**src/rtl/sd_cic_decimator_pkg.sv**
```systemverilog
// Purpose : shared sigma-delta constants and helpers for the CIC decimator.
// Latency : n/a (package: width functions, bit mapping, clamp/scale).
// Backpres: n/a.
//
// Contents:
//   acc_width()   - integrator/comb width: ORDER*DEC_RATE_LOG2 + 2
//   w_width()     - clamped result width:  ORDER*DEC_RATE_LOG2 + 1
//   SD_BIT_ONE / SD_BIT_ZERO - +1 / -1 values a sigma-delta bit maps to
//   clamp_scale() - saturate a comb result to W bits, then align to the output width
package sd_cic_decimator_pkg;

    // Wide enough for the largest legal accumulator (4*8+2 = 34 bits) plus
    // any left shift towards a wider output.
    localparam int SCALE_W = 64;

    localparam logic signed [1:0] SD_BIT_ONE  = 2'sb01;
    localparam logic signed [1:0] SD_BIT_ZERO = 2'sb11;

    function automatic int acc_width(input int order, input int dec_rate_log2);
        return order * dec_rate_log2 + 2;
    endfunction

    function automatic int w_width(input int order, input int dec_rate_log2);
        return order * dec_rate_log2 + 1;
    endfunction

    // The comb result spans [-2^(W-1), +2^(W-1)]; only the positive end can
    // overflow a W-bit signed value, but both ends are clamped for safety.
    // Narrowing uses an arithmetic shift, so it truncates toward -infinity.
    function automatic logic signed [SCALE_W-1:0] clamp_scale(
        input logic signed [SCALE_W-1:0] c,
        input int                        w,
        input int                        out_w
    );
        logic signed [SCALE_W-1:0] hi;
        logic signed [SCALE_W-1:0] lo;
        logic signed [SCALE_W-1:0] v;
        hi = (64'sd1 <<< (w - 1)) - 64'sd1;
        lo = -(64'sd1 <<< (w - 1));
        if (c > hi) begin
            v = hi;
        end else if (c < lo) begin
            v = lo;
        end else begin
            v = c;
        end
        if (out_w >= w) begin
            return v <<< (out_w - w);
        end
        return v >>> (w - out_w);
    endfunction

endpackage

```
**src/rtl/sd_cic_comb_stage.sv**
```systemverilog
// Purpose : one CIC comb (differentiator) stage, y = x - delay.
// Latency : y is combinational from x; the delay register updates on load.
// Backpres: none; load is the decimation strobe from the parent.
//
// Ports:
//   clk, rst  - clock, asynchronous active-high reset (clears the delay)
//   load      - decimation event: capture x into the delay register
//   x         - stage input (ACC bits, two's complement, wraps modulo 2^ACC)
//   y         - stage output x - delay (same width, wraps modulo 2^ACC)
module sd_cic_comb_stage #(
    parameter int ACC = 14
) (
    input  logic                  clk,
    input  logic                  rst,
    input  logic                  load,
    input  logic signed [ACC-1:0] x,
    output logic signed [ACC-1:0] y
);

    logic signed [ACC-1:0] delay_q;
    logic signed [ACC-1:0] delay_d;

    always_comb begin
        delay_d = delay_q;
        if (load) begin
            delay_d = x;
        end
    end

    // Modulo arithmetic is intentional: integrator wrap cancels out here.
    assign y = x - delay_q;

    always_ff @(posedge clk or posedge rst) begin
        if (rst) begin
            delay_q <= '0;
        end else begin
            delay_q <= delay_d;
        end
    end

endmodule

```
**src/rtl/sd_cic_decimator.sv**
```systemverilog
// Purpose : sinc^ORDER CIC decimator turning a 1-bit sigma-delta stream into signed PCM.
// Latency : out/outValid registered, valid the clock after the en cycle completing a window.
// Backpres: none; consumer must take out on the outValid pulse (held until the next one).
//
// Ports:
//   clk       - system clock
//   rst       - asynchronous active-high reset, clears all state
//   en        - sample strobe; in is consumed and state advances only when en=1
//   in        - sigma-delta bit, 1 -> +1, 0 -> -1
//   out       - signed decimated sample, OUT_WIDTH bits, holds between pulses
//   outValid  - one-cycle pulse marking a new out
module sd_cic_decimator
    import sd_cic_decimator_pkg::*;
#(
    parameter int ORDER         = 3,
    parameter int DEC_RATE_LOG2 = 4,
    parameter int OUT_WIDTH     = 16
) (
    input  logic                        clk,
    input  logic                        rst,
    input  logic                        en,
    input  logic                        in,
    output logic signed [OUT_WIDTH-1:0] out,
    output logic                        outValid
);

    localparam int ACC    = acc_width(ORDER, DEC_RATE_LOG2);
    localparam int W      = w_width(ORDER, DEC_RATE_LOG2);
    localparam int WARM_W = $clog2(ORDER + 1);

    localparam logic [DEC_RATE_LOG2-1:0] PHASE_LAST = '1;
    localparam logic [WARM_W-1:0]        WARM_DONE  = WARM_W'(ORDER);

    // ------------------------------------------------------------------
    // State
    // ------------------------------------------------------------------
    logic signed [ACC-1:0]       integ_q [ORDER];
    logic signed [ACC-1:0]       integ_d [ORDER];
    logic [DEC_RATE_LOG2-1:0]    phase_q;
    logic [DEC_RATE_LOG2-1:0]    phase_d;
    logic [WARM_W-1:0]           warm_q;
    logic [WARM_W-1:0]           warm_d;
    logic signed [OUT_WIDTH-1:0] out_q;
    logic signed [OUT_WIDTH-1:0] out_d;
    logic                        valid_q;
    logic                        valid_d;

    logic                        dec_evt;
    logic signed [ACC-1:0]       in_step;
    logic signed [ACC-1:0]       comb_out;

    assign in_step = in ? ACC'(SD_BIT_ONE) : ACC'(SD_BIT_ZERO);
    assign dec_evt = en && (phase_q == PHASE_LAST);

    // ------------------------------------------------------------------
    // Integrators and phase counter
    // All stages update together from the previous cycle's values, so each
    // stage sees its predecessor one sample late. This adds ORDER-1 samples
    // of pure delay but keeps every adder a single level deep.
    // ------------------------------------------------------------------
    always_comb begin
        for (int k = 0; k < ORDER; k++) begin
            integ_d[k] = integ_q[k];
        end
        phase_d = phase_q;
        if (en) begin
            integ_d[0] = integ_q[0] + in_step;
            for (int k = 1; k < ORDER; k++) begin
                integ_d[k] = integ_q[k] + integ_q[k-1];
            end
            phase_d = phase_q + 1'b1;
        end
    end

    // ------------------------------------------------------------------
    // Comb chain, evaluated combinationally on the decimation event from
    // the post-update value of the last integrator.
    // ------------------------------------------------------------------
    for (genvar g = 0; g < ORDER; g++) begin : g_comb
        logic signed [ACC-1:0] x_in;
        logic signed [ACC-1:0] y_out;

        if (g == 0) begin : g_first
            assign x_in = integ_d[ORDER-1];
        end else begin : g_next
            assign x_in = g_comb[g-1].y_out;
        end

        sd_cic_comb_stage #(
            .ACC (ACC)
        ) u_comb (
            .clk  (clk),
            .rst  (rst),
            .load (dec_evt),
            .x    (x_in),
            .y    (y_out)
        );
    end

    assign comb_out = g_comb[ORDER-1].y_out;

    // ------------------------------------------------------------------
    // Warm-up and output register
    // The first ORDER events only prime the comb delays; their results
    // contain the reset state of the delays and are discarded.
    // ------------------------------------------------------------------
    always_comb begin
        warm_d  = warm_q;
        out_d   = out_q;
        valid_d = 1'b0;
        if (dec_evt) begin
            if (warm_q != WARM_DONE) begin
                warm_d = warm_q + 1'b1;
            end else begin
                out_d   = OUT_WIDTH'(clamp_scale(SCALE_W'(comb_out), W, OUT_WIDTH));
                valid_d = 1'b1;
            end
        end
    end

    always_ff @(posedge clk or posedge rst) begin
        if (rst) begin
            for (int k = 0; k < ORDER; k++) begin
                integ_q[k] <= '0;
            end
            phase_q <= '0;
            warm_q  <= '0;
            out_q   <= '0;
            valid_q <= 1'b0;
        end else begin
            for (int k = 0; k < ORDER; k++) begin
                integ_q[k] <= integ_d[k];
            end
            phase_q <= phase_d;
            warm_q  <= warm_d;
            out_q   <= out_d;
            valid_q <= valid_d;
        end
    end

    assign out      = out_q;
    assign outValid = valid_q;

endmodule

```
**config.mk**
```make
export PLATFORM = sky130hd
export DESIGN_NAME = sd_cic_decimator
export DESIGN_NICKNAME = d
export VERILOG_FILES = /design/src/rtl/sd_cic_decimator_pkg.sv /design/src/rtl/sd_cic_comb_stage.sv /design/src/rtl/sd_cic_decimator.sv
export SDC_FILE = /design/constraint.sdc
export NUM_CORES = 1
export LEC_CHECK = 0
export CAP_MARGIN = 30
export CORE_MARGIN = 1
export CORE_UTILIZATION = 45
export DETAILED_ROUTE_END_ITERATION = 6
export GPL_TIMING_DRIVEN = 0
export HOLD_SLACK_MARGIN = 0.05
export PLACE_DENSITY_LB_ADDON = 0.15
export RECOVER_POWER = 50
export SLEW_MARGIN = 15
export SYNTH_ARGS = -nofsm -noshare
export SYNTH_HDL_FRONTEND = slang
export SYNTH_SLANG_ARGS = --single-unit
```
**constraint.sdc**
```tcl
create_clock -name clk -period 6.2 [get_ports clk]
set_input_delay 0.62 -clock clk [delete_from_list [all_inputs] [get_ports clk]]
set_output_delay 0.62 -clock clk [all_outputs]
set_load 0.03 [all_outputs]
```
==> results of run 1 <==
## sequential cells by signal, summed over array words and instances, names as in the netlist
register	cells
g_comb.u_comb.delay_q	42
integ_q	42
out	13
outValid	1
phase_q	4
warm_q	2
## metrics by stage
| step | setup slack, ns | hold WS [ns] | setup TNS, ns | cells | utilization (%) |
|---|---|---|---|---|---|
| after floorplan | 0.459 | 0.448 | 0 | 803 | - |
| after CTS | 0.0120 | 0.482 | 0 | 1061 | 51.9 |
| after global routing | -0.178 | 0.509 | -1.88 | 1070 | 53.3 |
| after global placement | -1.35 | 0.461 | -17.44 | 1036 | 48.9 |
| after detailed placement | -1.41 | 0.472 | -17.97 | 1037 | 49.1 |
| final | 0.265 | 0.476 | 0 | 1070 | 53.3 |
## per-layer routing
| metal | track usage, % | part of all wire, % |
|---|---|---|
| met5 | 0 | 0 |
| met1 | 27.1 | 52 |
| met2 | 29.9 | 45 |
| met4 | 5.61 | 1.3 |
| met3 | 2.83 | 2.0 |
## cell type report
| cell class | instances | area, sq um |
|---|---|---|
| Clock inverter | 6 | 83.8 |
| Tap cell | 216 | 270 |
| Multi-Input combinational cell | 600 | 4570 |
| Timing Repair Buffer | 34 | 308 |
| Sequential cell | 104 | 2600 |
| Buffer | 21 | 129 |
| Fill cell | 1459 | 7450 |
| Clock buffer | 10 | 229 |
| Inverter | 79 | 302 |
## worst reg2reg max path, delay by kind of cell, from the launching register on
family                   cells  cell delay (ns)
AO/OA/AOI/OAI               17             2.43
AND/OR/NAND/NOR              4             0.33
XOR/XNOR                     3             0.70
buffers and inverters        4             0.54
adder cells (fa/ha/maj)      5             1.40
flip-flops                   1             0.42
## placed cells by master (no fill, tap or decap), types with 13 or more instances in the layout
cell type	Yosys	routed
xnor2_1	45	45
o21ai_0	70	59
ha_1	79	74
clkbuf_1	13	13
o21ai_1	14	18
nand2_1	75	75
mux2_2	38	38
buf_4	3	17
xor2_1	14	13
a21o_1	14	14
nor2_1	58	58
clkdlybuf4s50_1	0	16
dfrtp_1	104	104
nor3_1	20	19
inv_1	78	76
a21oi_1	47	42
## worst max-delay path by stage
stage | start | end | cells past startpoint
after floorplan | en | out[11] | 26
after detailed placement | en | out[6] | 28
after global routing | integ_q[0] | out[12] | 33
final | en | out[9] | 28
after global placement | en | out[7] | 27
after CTS | integ_q[14] | out[13] | 32
## kinds of logic (layout without fill, tap and decap cells)
kind of cell | after synthesis | in the layout | share of synthesized area, %
DFF | 104 | 104 | 35.4
buffers and inverters | 100 | 150 | 5.55
and+or+nand+nor | 199 | 199 | 12.0
other | 1 | 3 | 0.0510
AOI/OAI and AO/OA | 208 | 208 | 17.3
xor gates and xnor gates | 62 | 63 | 8.07
muxes | 42 | 42 | 6.54
adders and majority gates | 85 | 85 | 15.1
## timing repair
action	CTS	global route
setup endpoints to repair	13	13
endpoints found under the hold margin	0	0
buffers inserted	6	9
cloned	2	0
gates resized for setup	18	49
pin swaps	8	21
==> results.yml, run 1 <==
status:
  outcome: "finished with violations"
  violations: "capacitance limit, slew limit"
hold_path:
  hold_path.class: "reg -> reg"
  worstHoldStart: "warm_q[0]"
  min_to: "warm_q[0]"
  whs_path_depth: 1
clocking:
  max-clock-path-buffers: 2
  clk_latency_ns: 0.35
  cts_tree: "built"
  h-tree-depth: 3
  clock-root-buffer: "clkbuf_16"
  clock_sinks: 104
  cts_buffers: 9
  holdBufCountCts: 0
  clk_pin_slew_worst_paths_ns: 0.07
logic_synthesis:
  ys_ff_latch: 104
  synth.cell_area_sq_um: 7350
  ys_warn_count: 0
  yosysMostFrequentCell: "dfrtp_1"
  yosysSeqAreaShare_pct: 35.4
  synth.top_cell.area_share_pct: 35.4
  netlist_top_cells_area: "dfrtp_1 35%, ha_1 13%, mux2_2 5.8%"
  syn_avg_cell_area_sq_um: 9.18
  synth_ff_type: "dfrtp_1"
  syn_inst: 801
  synth_edf_count: 0
  ys_types: 62
  synth_top_area_cell: "dfrtp_1"
  synth_commonest_cells: "104 x dfrtp_1, 79 x ha_1, 78 x inv_1"
  async_reset_ff_share_pct: 100
timing:
  tightest_slew_ns: 3.40
  fin_crit_ns: 5.93
  skew_ns: 0.00774
  period_share_pct: 95.7
  maxSlewHeadroom_pct: -126
  finalHoldViolCount: 0
  setup_viol: 0
  rsz0062_at_grt: "yes"
  slew_violations: 107
  max_freq_mhz: 168
worst_setup_path:
  crit_slowest_cell: "clkdlybuf4s50_1"
  reg2reg_setup_slack_ns: 0.28
  slowest_delay_ns: 0.48
  critPathCaptureType: "flop"
  cp_data_arrival_time_ns: 6.22
  critPathKind: "in -> reg"
  reg2reg_to: "out[9]"
  rr_worst_depth: 33
  r2r-start: "integ_q[0]"
  crit_buf_inv: 6
  path_max_fanout: 10
  critPathLaunchType: "primary input"
  critPathRequiredTime_ns: 6.48
  path_delay_family: "compound AO/OA/AOI/OAI gates"
die:
  die_w_microns: 130
  die_area_sq_um: 16800
  rows: 46
  start_util_pct: 46.1
  core_region_area_sq_um: 15900
  pin_count: 21
  die_h_microns: 130
final_layout:
  nets: 938
  drive_gt1_share_pct: 14.8
  fin_area_sq_um: 8490
  diodes: 0
  syn_to_final_growth_pct: 15.6
detailed_routing:
  drt_wl_total_mm: 15.1
  via_per_inst: 5.27
  num_vias: 5635
  drc_errors: 0
  first_pass_iters: 4
  ant_nets: 0
  avgRoutedWirePerCell_microns: 14.1
  drt_iter0_drc: 273
place:
  hpwl_mm: 11.1
  gp_congestion: 0.810
  port_buffers: 17
  dpl_cell_area_sq_um: 7830
global_route:
  grt_pass1_vias: 5318
  grt_max_degree: 73
  antenna_found_initial: 0
  grt_pass1_wl_mm: 25.3
  grt_overflow_total: 0
  track_usage_pct: 19.0
job:
  maxCapViolCount: 2
Power of run 1 is left out: the tool's default activity adds up to more than one toggle a clock period on the data nets, which glitch-free logic cannot reach.
==> run 2, diff against run 1 <==
--- a/config.mk
+++ b/config.mk
@@ -5,8 +5,10 @@
 export SDC_FILE = /design/constraint.sdc
 export NUM_CORES = 1
 export LEC_CHECK = 0
+export ABC_CLOCK_PERIOD_IN_PS = 6200
 export CAP_MARGIN = 30
-export CORE_MARGIN = 1
+export CORE_ASPECT_RATIO = 0.9
+export CORE_MARGIN = 1.5
 export CORE_UTILIZATION = 45
 export DETAILED_ROUTE_END_ITERATION = 6
 export GPL_TIMING_DRIVEN = 0
==> results.yml, run 2 (synthesized netlist as in run 1, its figures left out) <==
status:
  outcome: "finished with violations"
  violations: "capacitance limit, slew limit"
worst_setup_path:
  reg2reg_setup_slack_ns: 0.03
  path_common_cell: "o21ai_2"
  crit_buf_inv: 4
  crit_slowest_cell: "dfrtp_1"
  path_max_fanout: 7
  critPathLaunchType: "flop"
  critPathCaptureType: "flop"
  rr_worst_depth: 32
  slowest_delay_ns: 0.43
  path_delay_family: "compound AO/OA/AOI/OAI gates"
  critPathRequiredTime_ns: 6.43
  crit_cells: 32
  critPathKind: "reg -> reg"
  cp_data_arrival_time_ns: 6.41
detailed_routing:
  avgRoutedWirePerCell_microns: 14.5
  drt_iter0_drc: 313
  ant_nets: 0
  met2WireLength_mm: 7.01
  drc_errors: 0
  drt_wl_total_mm: 15.4
  first_pass_iters: 4
  dr_wl_met3_microns: 674
  top_layer_used: "met4"
  met1Wirelength_mm: 7.62
  via_per_inst: 5.33
  num_vias: 5680
final_layout:
  final_common_cell: "dfrtp_1"
  diodes: 0
  fillerInstances: 1480
  fin_util_pct: 53.0
  multi_input_area_sq_um: 4600
  regArea_sq_um: 2600
  layout_common_cells: "104 x dfrtp_1, 76 x inv_1, 75 x nand2_1"
  syn_to_final_growth_pct: 16.0
  nets: 943
  drive_gt1_share_pct: 16.2
place:
  gp_congestion: 0.816
  port_buffers: 17
  hpwl_mm: 11.3
timing:
  maxSlewHeadroom_pct: -132
  setup_viol: 0
  slew_violations: 76
  finalHoldViolCount: 0
  tightest_slew_ns: 3.48
  max_freq_mhz: 162
  fin_crit_ns: 6.17
  rsz0062_at_grt: "yes"
  skew_ns: 0.0102
  period_share_pct: 99.6
clocking:
  cts_tree: "built"
  clock_sinks: 104
  h-tree-depth: 3
  clk_latency_ns: 0.35
  cts_buffers: 9
  clk_pin_slew_worst_paths_ns: 0.07
  holdBufCountCts: 0
  clock-root-buffer: "clkbuf_16"
  max-clock-path-buffers: 2
die:
  rows: 44
  start_util_pct: 45.7
  die_w_microns: 138
  pin_count: 21
  die_h_microns: 124
  core_region_area_sq_um: 16100
  die_area_sq_um: 17100
global_route:
  grt_overflow_total: 0
  grt_pass1_vias: 5474
  antenna_found_initial: 0
  grt_max_degree: 76
  grt_pass1_wl_mm: 25.5
  track_usage_pct: 18.6
hold_path:
  hold_path.class: "reg -> reg"
  whs_path_depth: 1
job:
  maxCapViolCount: 1
-- run 2: final timing paths --
check | start | endpoint
max in group asynchronous | rst | g_comb[1].u_comb.delay_q[4]
worst max register to register | integ_q[0] | out[12]
worst min register to register | warm_q[0] | warm_q[0]
worst max-delay path | integ_q[0] | out[12]
min in group asynchronous | rst | g_comb[0].u_comb.delay_q[13]
worst min-delay path | warm_q[0] | warm_q[0]
-- run 2: layer usage --
layer | global-route usage [%] | vias up
met1 | 27.1 | 2728
met2 | 28.1 | 68
met3 | 4.21 | 12
met5 | 0 | -
met4 | 4.23 | 0
li1 | - | 2872
-- run 2: final cells by class --
class                      instances  area share [%]
tap                              207            3.04
clock inverter                     4           0.352
timing repair buffer              40            4.27
clock buffer                      12            2.77
inverter                          79            3.54
multi-input combinational        599            54.0
sequential                       104            30.5
buffer                            21            1.51
-- run 2: timing repair --
item | CTS | global route
setup buffers | 9 | 13
pin swaps | 9 | 42
resized for setup | 21 | 53
setup endpoints to repair | 13 | 13
-- run 2: stage by stage --
| stage | setup slack, ns | hold WS (ns) | area, sq um | TNS (ns) | instances |
|---|---|---|---|---|---|
| after detailed placement | -1.34 | 0.468 | 7820 | -16.90 | 1028 |
| after global placement | -1.32 | 0.461 | 7790 | -16.95 | 1027 |
| after global routing | -0.254 | 0.503 | 8520 | -2.26 | 1066 |
| final | 0.0259 | 0.474 | 8520 | 0 | 1066 |
| after floorplan | 0.459 | 0.448 | 7360 | 0 | 803 |
| after CTS | 0.00786 | 0.481 | 8240 | 0 | 1053 |
Power of run 2 is left out for the same reason.
